### src/rtl/pixel_write_buffer_if.sv
// Pixel-in / SDRAM-write-out handshake bundle for pixel_write_buffer.
// master = rasterizer + SDRAM controller side, slave = the buffer.
interface pixel_write_buffer_if #(
  parameter int unsigned X_W    = 10,
  parameter int unsigned Y_W    = 9,
  parameter int unsigned DATA_W = 16,
  parameter int unsigned ADDR_W = 23
);
  logic              pix_valid;
  logic              pix_ready;
  logic [X_W-1:0]    pix_x;
  logic [Y_W-1:0]    pix_y;
  logic [DATA_W-1:0] pix_color;
  logic              wr_req;
  logic [ADDR_W-1:0] wr_addr;
  logic [DATA_W-1:0] wr_data;
  logic              wr_ack;

  modport master (
    output pix_valid, pix_x, pix_y, pix_color, wr_ack,
    input  pix_ready, wr_req, wr_addr, wr_data
  );

  modport slave (
    input  pix_valid, pix_x, pix_y, pix_color, wr_ack,
    output pix_ready, wr_req, wr_addr, wr_data
  );
endinterface

### src/rtl/pixel_write_buffer.sv
// Clips rasterizer pixels to the screen, forms SDRAM word addresses for the selected frame
// and drains address/data pairs to the SDRAM controller through a FIFO with req/ack.
module pixel_write_buffer #(
  parameter int unsigned       H_RES       = 640,
  parameter int unsigned       V_RES       = 480,
  parameter int unsigned       X_W         = 10,
  parameter int unsigned       Y_W         = 9,
  parameter int unsigned       DATA_W      = 16,
  parameter int unsigned       ADDR_W      = 23,
  parameter logic [ADDR_W-1:0] FRAME1_BASE = 23'h000000,
  parameter logic [ADDR_W-1:0] FRAME2_BASE = 23'h080000,
  parameter int unsigned       DEPTH       = 8
) (
  input  logic                 clk,
  input  logic                 reset,
  input  logic                 frame_target,
  pixel_write_buffer_if.slave  bus,
  output logic                 busy,
  output logic [7:0]           drop_cnt
);

  localparam int unsigned       PtrW = $clog2(DEPTH);
  localparam logic [ADDR_W-1:0] HResA = ADDR_W'(H_RES);

  typedef enum logic [0:0] {StIdle, StReq} state_e;

  logic [X_W-1:0]    pix_x;
  logic [Y_W-1:0]    pix_y;
  logic              accept;
  logic              on_screen;
  logic [ADDR_W-1:0] pix_addr;

  logic              stage_valid_q;
  logic [ADDR_W-1:0] stage_addr_q;
  logic [DATA_W-1:0] stage_data_q;
  logic [7:0]        drop_cnt_q;

  logic [ADDR_W+DATA_W-1:0] mem_q [DEPTH];
  logic [PtrW-1:0]          wptr_q, rptr_q;
  logic [PtrW:0]            count_q;
  logic                     fifo_full, fifo_empty, fifo_push, fifo_pop;
  logic [ADDR_W+DATA_W-1:0] fifo_head;

  state_e            state_q;
  logic              wr_req_q;
  logic [ADDR_W-1:0] wr_addr_q;
  logic [DATA_W-1:0] wr_data_q;

  assign pix_x     = bus.pix_x;
  assign pix_y     = bus.pix_y;
  assign on_screen = (32'(pix_x) < H_RES) && (32'(pix_y) < V_RES);
  assign accept    = bus.pix_valid && bus.pix_ready;
  // frame_target is sampled with the pixel, so later swaps never retarget it
  assign pix_addr  = (frame_target ? FRAME1_BASE : FRAME2_BASE)
                   + ADDR_W'(pix_y) * HResA + ADDR_W'(pix_x);

  assign fifo_full  = (count_q == (PtrW+1)'(DEPTH));
  assign fifo_empty = (count_q == '0);
  assign fifo_push  = stage_valid_q && !fifo_full;
  assign fifo_pop   = !fifo_empty && ((state_q == StIdle) || bus.wr_ack);
  assign fifo_head  = mem_q[rptr_q];

  // Registered state only: a pop on this edge does not free a slot until the next cycle
  assign bus.pix_ready = !(stage_valid_q && fifo_full);
  assign bus.wr_req    = wr_req_q;
  assign bus.wr_addr   = wr_addr_q;
  assign bus.wr_data   = wr_data_q;
  assign busy          = !fifo_empty || stage_valid_q || wr_req_q;
  assign drop_cnt      = drop_cnt_q;

  always_ff @(posedge clk or posedge reset) begin
    if (reset) begin
      stage_valid_q <= 1'b0;
      stage_addr_q  <= '0;
      stage_data_q  <= '0;
      drop_cnt_q    <= '0;
    end else begin
      if (accept && on_screen) begin
        stage_valid_q <= 1'b1;
        stage_addr_q  <= pix_addr;
        stage_data_q  <= bus.pix_color;
      end else if (fifo_push) begin
        stage_valid_q <= 1'b0;
      end
      if (accept && !on_screen && (drop_cnt_q != 8'hFF)) begin
        drop_cnt_q <= drop_cnt_q + 8'd1;
      end
    end
  end

  always_ff @(posedge clk) begin
    if (fifo_push) begin
      mem_q[wptr_q] <= {stage_addr_q, stage_data_q};
    end
  end

  always_ff @(posedge clk or posedge reset) begin
    if (reset) begin
      wptr_q  <= '0;
      rptr_q  <= '0;
      count_q <= '0;
    end else begin
      if (fifo_push) begin
        wptr_q <= wptr_q + PtrW'(1);
      end
      if (fifo_pop) begin
        rptr_q <= rptr_q + PtrW'(1);
      end
      case ({fifo_push, fifo_pop})
        2'b10:   count_q <= count_q + (PtrW+1)'(1);
        2'b01:   count_q <= count_q - (PtrW+1)'(1);
        default: count_q <= count_q;
      endcase
    end
  end

  always_ff @(posedge clk or posedge reset) begin
    if (reset) begin
      state_q   <= StIdle;
      wr_req_q  <= 1'b0;
      wr_addr_q <= '0;
      wr_data_q <= '0;
    end else begin
      case (state_q)
        StIdle: begin
          if (!fifo_empty) begin
            {wr_addr_q, wr_data_q} <= fifo_head;
            wr_req_q               <= 1'b1;
            state_q                <= StReq;
          end
        end
        StReq: begin
          if (bus.wr_ack) begin
            if (!fifo_empty) begin
              {wr_addr_q, wr_data_q} <= fifo_head;
            end else begin
              wr_req_q <= 1'b0;
              state_q  <= StIdle;
            end
          end
        end
        default: begin
          wr_req_q <= 1'b0;
          state_q  <= StIdle;
        end
      endcase
    end
  end

endmodule

### src/flat_wrapper.sv
// flat-port wrapper written by rule: the top's interface ports become plain ports
module pixel_write_buffer_flat 
#(
  parameter int unsigned       H_RES       = 640,
  parameter int unsigned       V_RES       = 480,
  parameter int unsigned       X_W         = 10,
  parameter int unsigned       Y_W         = 9,
  parameter int unsigned       DATA_W      = 16,
  parameter int unsigned       ADDR_W      = 23,
  parameter logic [ADDR_W-1:0] FRAME1_BASE = 23'h000000,
  parameter logic [ADDR_W-1:0] FRAME2_BASE = 23'h080000,
  parameter int unsigned       DEPTH       = 8
)
  (clk, reset, frame_target, busy, drop_cnt, bus_pix_valid, bus_pix_x, bus_pix_y, bus_pix_color, bus_wr_ack, bus_pix_ready, bus_wr_req, bus_wr_addr, bus_wr_data);
  pixel_write_buffer_if #(.X_W(X_W), .Y_W(Y_W), .DATA_W(DATA_W), .ADDR_W(ADDR_W)) bus_i ();
  input  logic clk;
  input  logic reset;
  input  logic frame_target;
  output logic busy;
  output logic [7:0] drop_cnt;
  input wire logic [$bits(bus_i.pix_valid)-1:0] bus_pix_valid;
  input wire logic [$bits(bus_i.pix_x)-1:0] bus_pix_x;
  input wire logic [$bits(bus_i.pix_y)-1:0] bus_pix_y;
  input wire logic [$bits(bus_i.pix_color)-1:0] bus_pix_color;
  input wire logic [$bits(bus_i.wr_ack)-1:0] bus_wr_ack;
  output wire logic [$bits(bus_i.pix_ready)-1:0] bus_pix_ready;
  output wire logic [$bits(bus_i.wr_req)-1:0] bus_wr_req;
  output wire logic [$bits(bus_i.wr_addr)-1:0] bus_wr_addr;
  output wire logic [$bits(bus_i.wr_data)-1:0] bus_wr_data;
  assign bus_i.pix_valid = bus_pix_valid;
  assign bus_i.pix_x = bus_pix_x;
  assign bus_i.pix_y = bus_pix_y;
  assign bus_i.pix_color = bus_pix_color;
  assign bus_i.wr_ack = bus_wr_ack;
  assign bus_pix_ready = bus_i.pix_ready;
  assign bus_wr_req = bus_i.wr_req;
  assign bus_wr_addr = bus_i.wr_addr;
  assign bus_wr_data = bus_i.wr_data;
  pixel_write_buffer #(.H_RES(H_RES), .V_RES(V_RES), .X_W(X_W), .Y_W(Y_W), .DATA_W(DATA_W), .ADDR_W(ADDR_W), .FRAME1_BASE(FRAME1_BASE), .FRAME2_BASE(FRAME2_BASE), .DEPTH(DEPTH)) u_core (.clk(clk), .reset(reset), .frame_target(frame_target), .bus(bus_i), .busy(busy), .drop_cnt(drop_cnt));
endmodule
### config.mk
export PLATFORM = sky130hd
export DESIGN_NAME = pixel_write_buffer_flat
export DESIGN_NICKNAME = d
export VERILOG_FILES = /design/src/rtl/pixel_write_buffer_if.sv /design/src/rtl/pixel_write_buffer.sv /design/src/flat_wrapper.sv
export SDC_FILE = /design/constraint.sdc
export NUM_CORES = 1
export LEC_CHECK = 0
export BUFFER_PORTS_ARGS = -buffer_cell sky130_fd_sc_hd__buf_4
export CAP_MARGIN = 20
export CORE_UTILIZATION = 40
export CTS_CLUSTER_SIZE = 20
export DETAILED_ROUTE_END_ITERATION = 16
export GPL_TIMING_DRIVEN = 1
export PLACE_DENSITY_LB_ADDON = 0.05
export SYNTH_ARGS = -nofsm -noshare
export SYNTH_HDL_FRONTEND = slang
export SYNTH_SLANG_ARGS = --single-unit
### constraint.sdc
create_clock -name clk -period 8.5 [get_ports clk]
set_input_delay 0 -clock clk [delete_from_list [all_inputs] [get_ports clk]]
set_output_delay 0 -clock clk [all_outputs]
set_load 0.01 [all_outputs]
==> results.toml <==
[route]
drtPass1Iterations = 4
num_vias = 7853
ant_nets_after_route = 0
first_iter_violations = 359
routed_wire_length_per_instance_um = 20.9
route.detailed.vias_per_inst = 5.04
drc_errors = 0
drt_wl_total_um = 32600

[placed_design]
dp_hpwl_um = 17300
routabilityCongestion = 0.683
number_of_buffers_inserted_by_port_buffering = 87
placed_cells = 1445

[synth]
number_of_instances_in_the_synthesized_netlist = 866
postSynth.topFlopCell = "edfxtp_1"
ys.warnings.count = 0
yosys.area.top_type_share_pct = 57.7
number_of_enable_flip_flop_cells_after_synthesis = 296
synth.ff_latch_count = 391
syn_area_per_cell_sq_um = 17.8
synth_fa_ha_area_share_pct = 2.26
combinational_family_with_the_most_area_after_synthesis = "multiplexers"
synth_xor_area_share_pct = 1.75
synth_cell_type_count = 53
yosysSeqAreaShare_pct = 73.1
synth_compound_area_share_pct = 2.91
yosys.area_share.simple_pct = 5.04
synth_largest_area_cell = "edfxtp_1"
muxShareOfSynthArea_pct = 13.4
synth_area_sq_um = 15400
async_reset_ff_share_pct = 24.3
post_synth_main_area_contributors = "edfxtp_1 (58%), dfrtp_1 (15%), mux4_2 (11%)"

[grt]
first_global_vias = 8258
gr-total-overflow = 0
grt_antenna_before_repair = 0
grt_pass1_wl_um = 49900
global_route.usage.total_pct = 17.4
largest_net_degree_at_the_start_of_global_routing = 79

[worst_setup_path]
critical_path.endpoint = "u_core.count_q[3]"
cp-start-kind = "flop"
worstSetupPathType = "flop to flop"
r2r_cells = 10
worst_ep_required_time_ns = 8.93
worst-endpoint-arrival_ns = 3.37
worst_setup_path_startpoint = "u_core.count_q[3]"
cp-end-kind = "flop"
r2r_setup_slack_ns = 5.56
timing.rr.start = "u_core.count_q[3]"
critical_path.reg2reg.endpoint = "u_core.count_q[3]"
critPathMaxFanout = 78

[layout]
final_net_count = 1078
stdcell_count = 1558
syn_to_final_growth_pct = 20.2
drive_gt1_share_pct = 26.4
num-fill-cells = 3160
antenna_cells = 0

[cts]
number_of_sinks_driven_by_the_clock_tree = 391
cts_post_setup_buffers_inserted = 0
cts.path.max_buffers = 3
cts-buffers-inserted = 43
cts.htree.levels = 2
post_cts_resize_count = 0
tritoncts = "yes"
cell_at_the_root_of_the_clock_tree = "clkbuf_16"
worstSkewPairLatency_ns = 0.54
clkSlewWorstSetupHoldPaths_ns = 0.06

[timing]
post-route-period-util_pct = 34.6
final-max-slew-violation-count = 0
setup_viol_count_final = 0
totalNegativeSetupSlack_ns = 0
max_clock_freq_mhz = 340
slew_headroom_pct = 33.5
rsz_0062_raised_after_global_routing = "false"
timing_worst_slew_pin_value_ns = 0.997
finalHoldViolations = 0
fin_skew_ns = 0.0120
worst_hold_slack_ns = 0.0403
final.min_clock_period_ns = 2.94

[die]
die_w_um = 198
floorplan.rows = 71
die-area_sq_um = 39300
die_h_um = 198
design.portCount = 90
fp.coreArea_sq_um = 37800
floorplan.initialDensity_pct = 40.8

[min_path]
hold_path_class = "primary input to flop"

[power]
static-leakage-power_uw = 0.00678
power.density_cell_area_nw_per_um2 = 330
worst_ir_drop_vdd_mv = 0.216

[status]
status = "completed"

[flow_run]
drv_cap = 0
[routing by layer]
| layer | wire length [um] | vias to the layer above | share of wire, % | global-route usage [%] |
|---|---|---|---|---|
| li1 | - | 3613 | - | - |
| met1 | 14700 | 4062 | 45 | 23.6 |
| met2 | 16100 | 132 | 49 | 28.9 |
| met3 | 1240 | 46 | 3.8 | 2.96 |
| met4 | 585 | 0 | 1.8 | 4.71 |
| met5 | 0 | - | 0 | 0 |
[logic make-up (layout without fill, tap and decap cells)]
| logic type | after synthesis | count (layout) |
|---|---|---|
| other | 1 | 2 |
| and+or+nand+nor | 181 | 181 |
| adders and majority gates | 26 | 26 |
| DFF | 391 | 391 |
| AOI/OAI and AO/OA | 72 | 72 |
| buffers and inverters | 52 | 232 |
| muxes | 114 | 114 |
| xor gates and xnor gates | 29 | 29 |
[power by group]
group	internal (uW)	leakage, uW	total (uW)	switching (uW)
combinational	745	0.00226	1400	651
sequential	2470	0.00381	2840	372
clock	1140	0.000713	1880	744
[area by class of cell]
class,instances,area (sq um),area share (%)
Timing Repair Buffer,138,1120,6.04
Clock inverter,26,269,1.45
Inverter,14,55.1,0.297
Clock buffer,54,1180,6.36
Sequential cell,391,11300,60.9
Tap cell,511,639,3.45
Multi-Input combinational cell,424,3990,21.5
[metrics by stage]
stage / power, uW / setup slack, ns / cell area, sq um / util [%]
global placement: 4290 / 5.58 / 16700 / 44.4
global route: 6440 / 5.32 / 18500 / 49.1
finish: 6120 / 5.56 / 18500 / 49.1
floorplan: 3760 / 3.53 / 15400 / -
CTS: 6210 / 5.52 / 18500 / 49.1
detailed placement: 4310 / 5.51 / 16700 / 44.4
[cell usage after synthesis (3+ instances only)]
cell type / count
edfxtp_1: 296
mux2i_1: 38
buf_4: 3
nand3_1: 3
nand4_1: 6
clkbuf_1: 11
o21ai_0: 13
xor2_1: 11
buf_1: 8
mux4_2: 74
inv_1: 13
xnor2_1: 16
and3_1: 3
dfrtp_1: 95
nor3_1: 7
buf_2: 16
a21oi_1: 42
nand2b_1: 4
ha_1: 23
fa_1: 3
nand2_1: 97
nor2_1: 48
[worst min path at each step]
stage	to	cells past startpoint	startpoint
floorplan	u_core.state_q	1	bus_wr_ack
global placement	u_core.stage_data_q[9]	2	reset
detailed placement	u_core.stage_data_q[9]	2	reset
CTS	u_core.stage_addr_q[18]	5	bus_pix_y[7]
global route	u_core.stage_data_q[9]	3	reset
finish	u_core.stage_addr_q[18]	5	bus_pix_y[7]
[timing repair]
item,4_1_cts,5_1_grt
hold buffers,33,0
setup endpoints to repair,0,0
hold endpoints to repair,71,0
[placed cells by master (no fill, tap or decap), types with 4 or more instances in the layout]
master         count
dlygate4sd3_1     33
o21ai_0           13
bufinv_16          5
a21oi_1           41
clkinv_1           9
ha_1              23
xnor2_1           16
buf_4            105
clkbuf_16         43
nand2_1           97
clkbuf_8           6
mux4_2            74
nand4_1            6
clkinv_2           7
edfxtp_1         296
nor3_2             4
clkbuf_1           5
dfrtp_1           92
nand2b_1           4
inv_1             12
mux2i_1           38
nor2_1            45
xor2_1            11
[flip-flops by register name (all words and copies together), names as in the netlist]
signal                flops
u_core.stage_data_q      16
u_core.bus.wr_data       16
u_core.stage_addr_q      21
u_core.rptr_q             3
u_core.stage_valid_q      1
u_core.state_q            1
u_core.mem_q            296
u_core.bus.wr_addr       21
u_core.bus.wr_req         1
u_core.count_q            4
u_core.drop_cnt           8
u_core.wptr_q             3
[worst max-delay path, cell delays in order, from the launching register on]
cell,delay (ns)
dfrtp_1,0.42
nor4_2,0.57
a21oi_4,0.03
buf_4,0.44
ha_1,0.40
ha_1,0.27
a21o_1,0.17
a21oi_1,0.17
xnor2_1,0.14
nor2_1,0.06
xor2_1,0.14
Power figures use the tool's default switching activity.
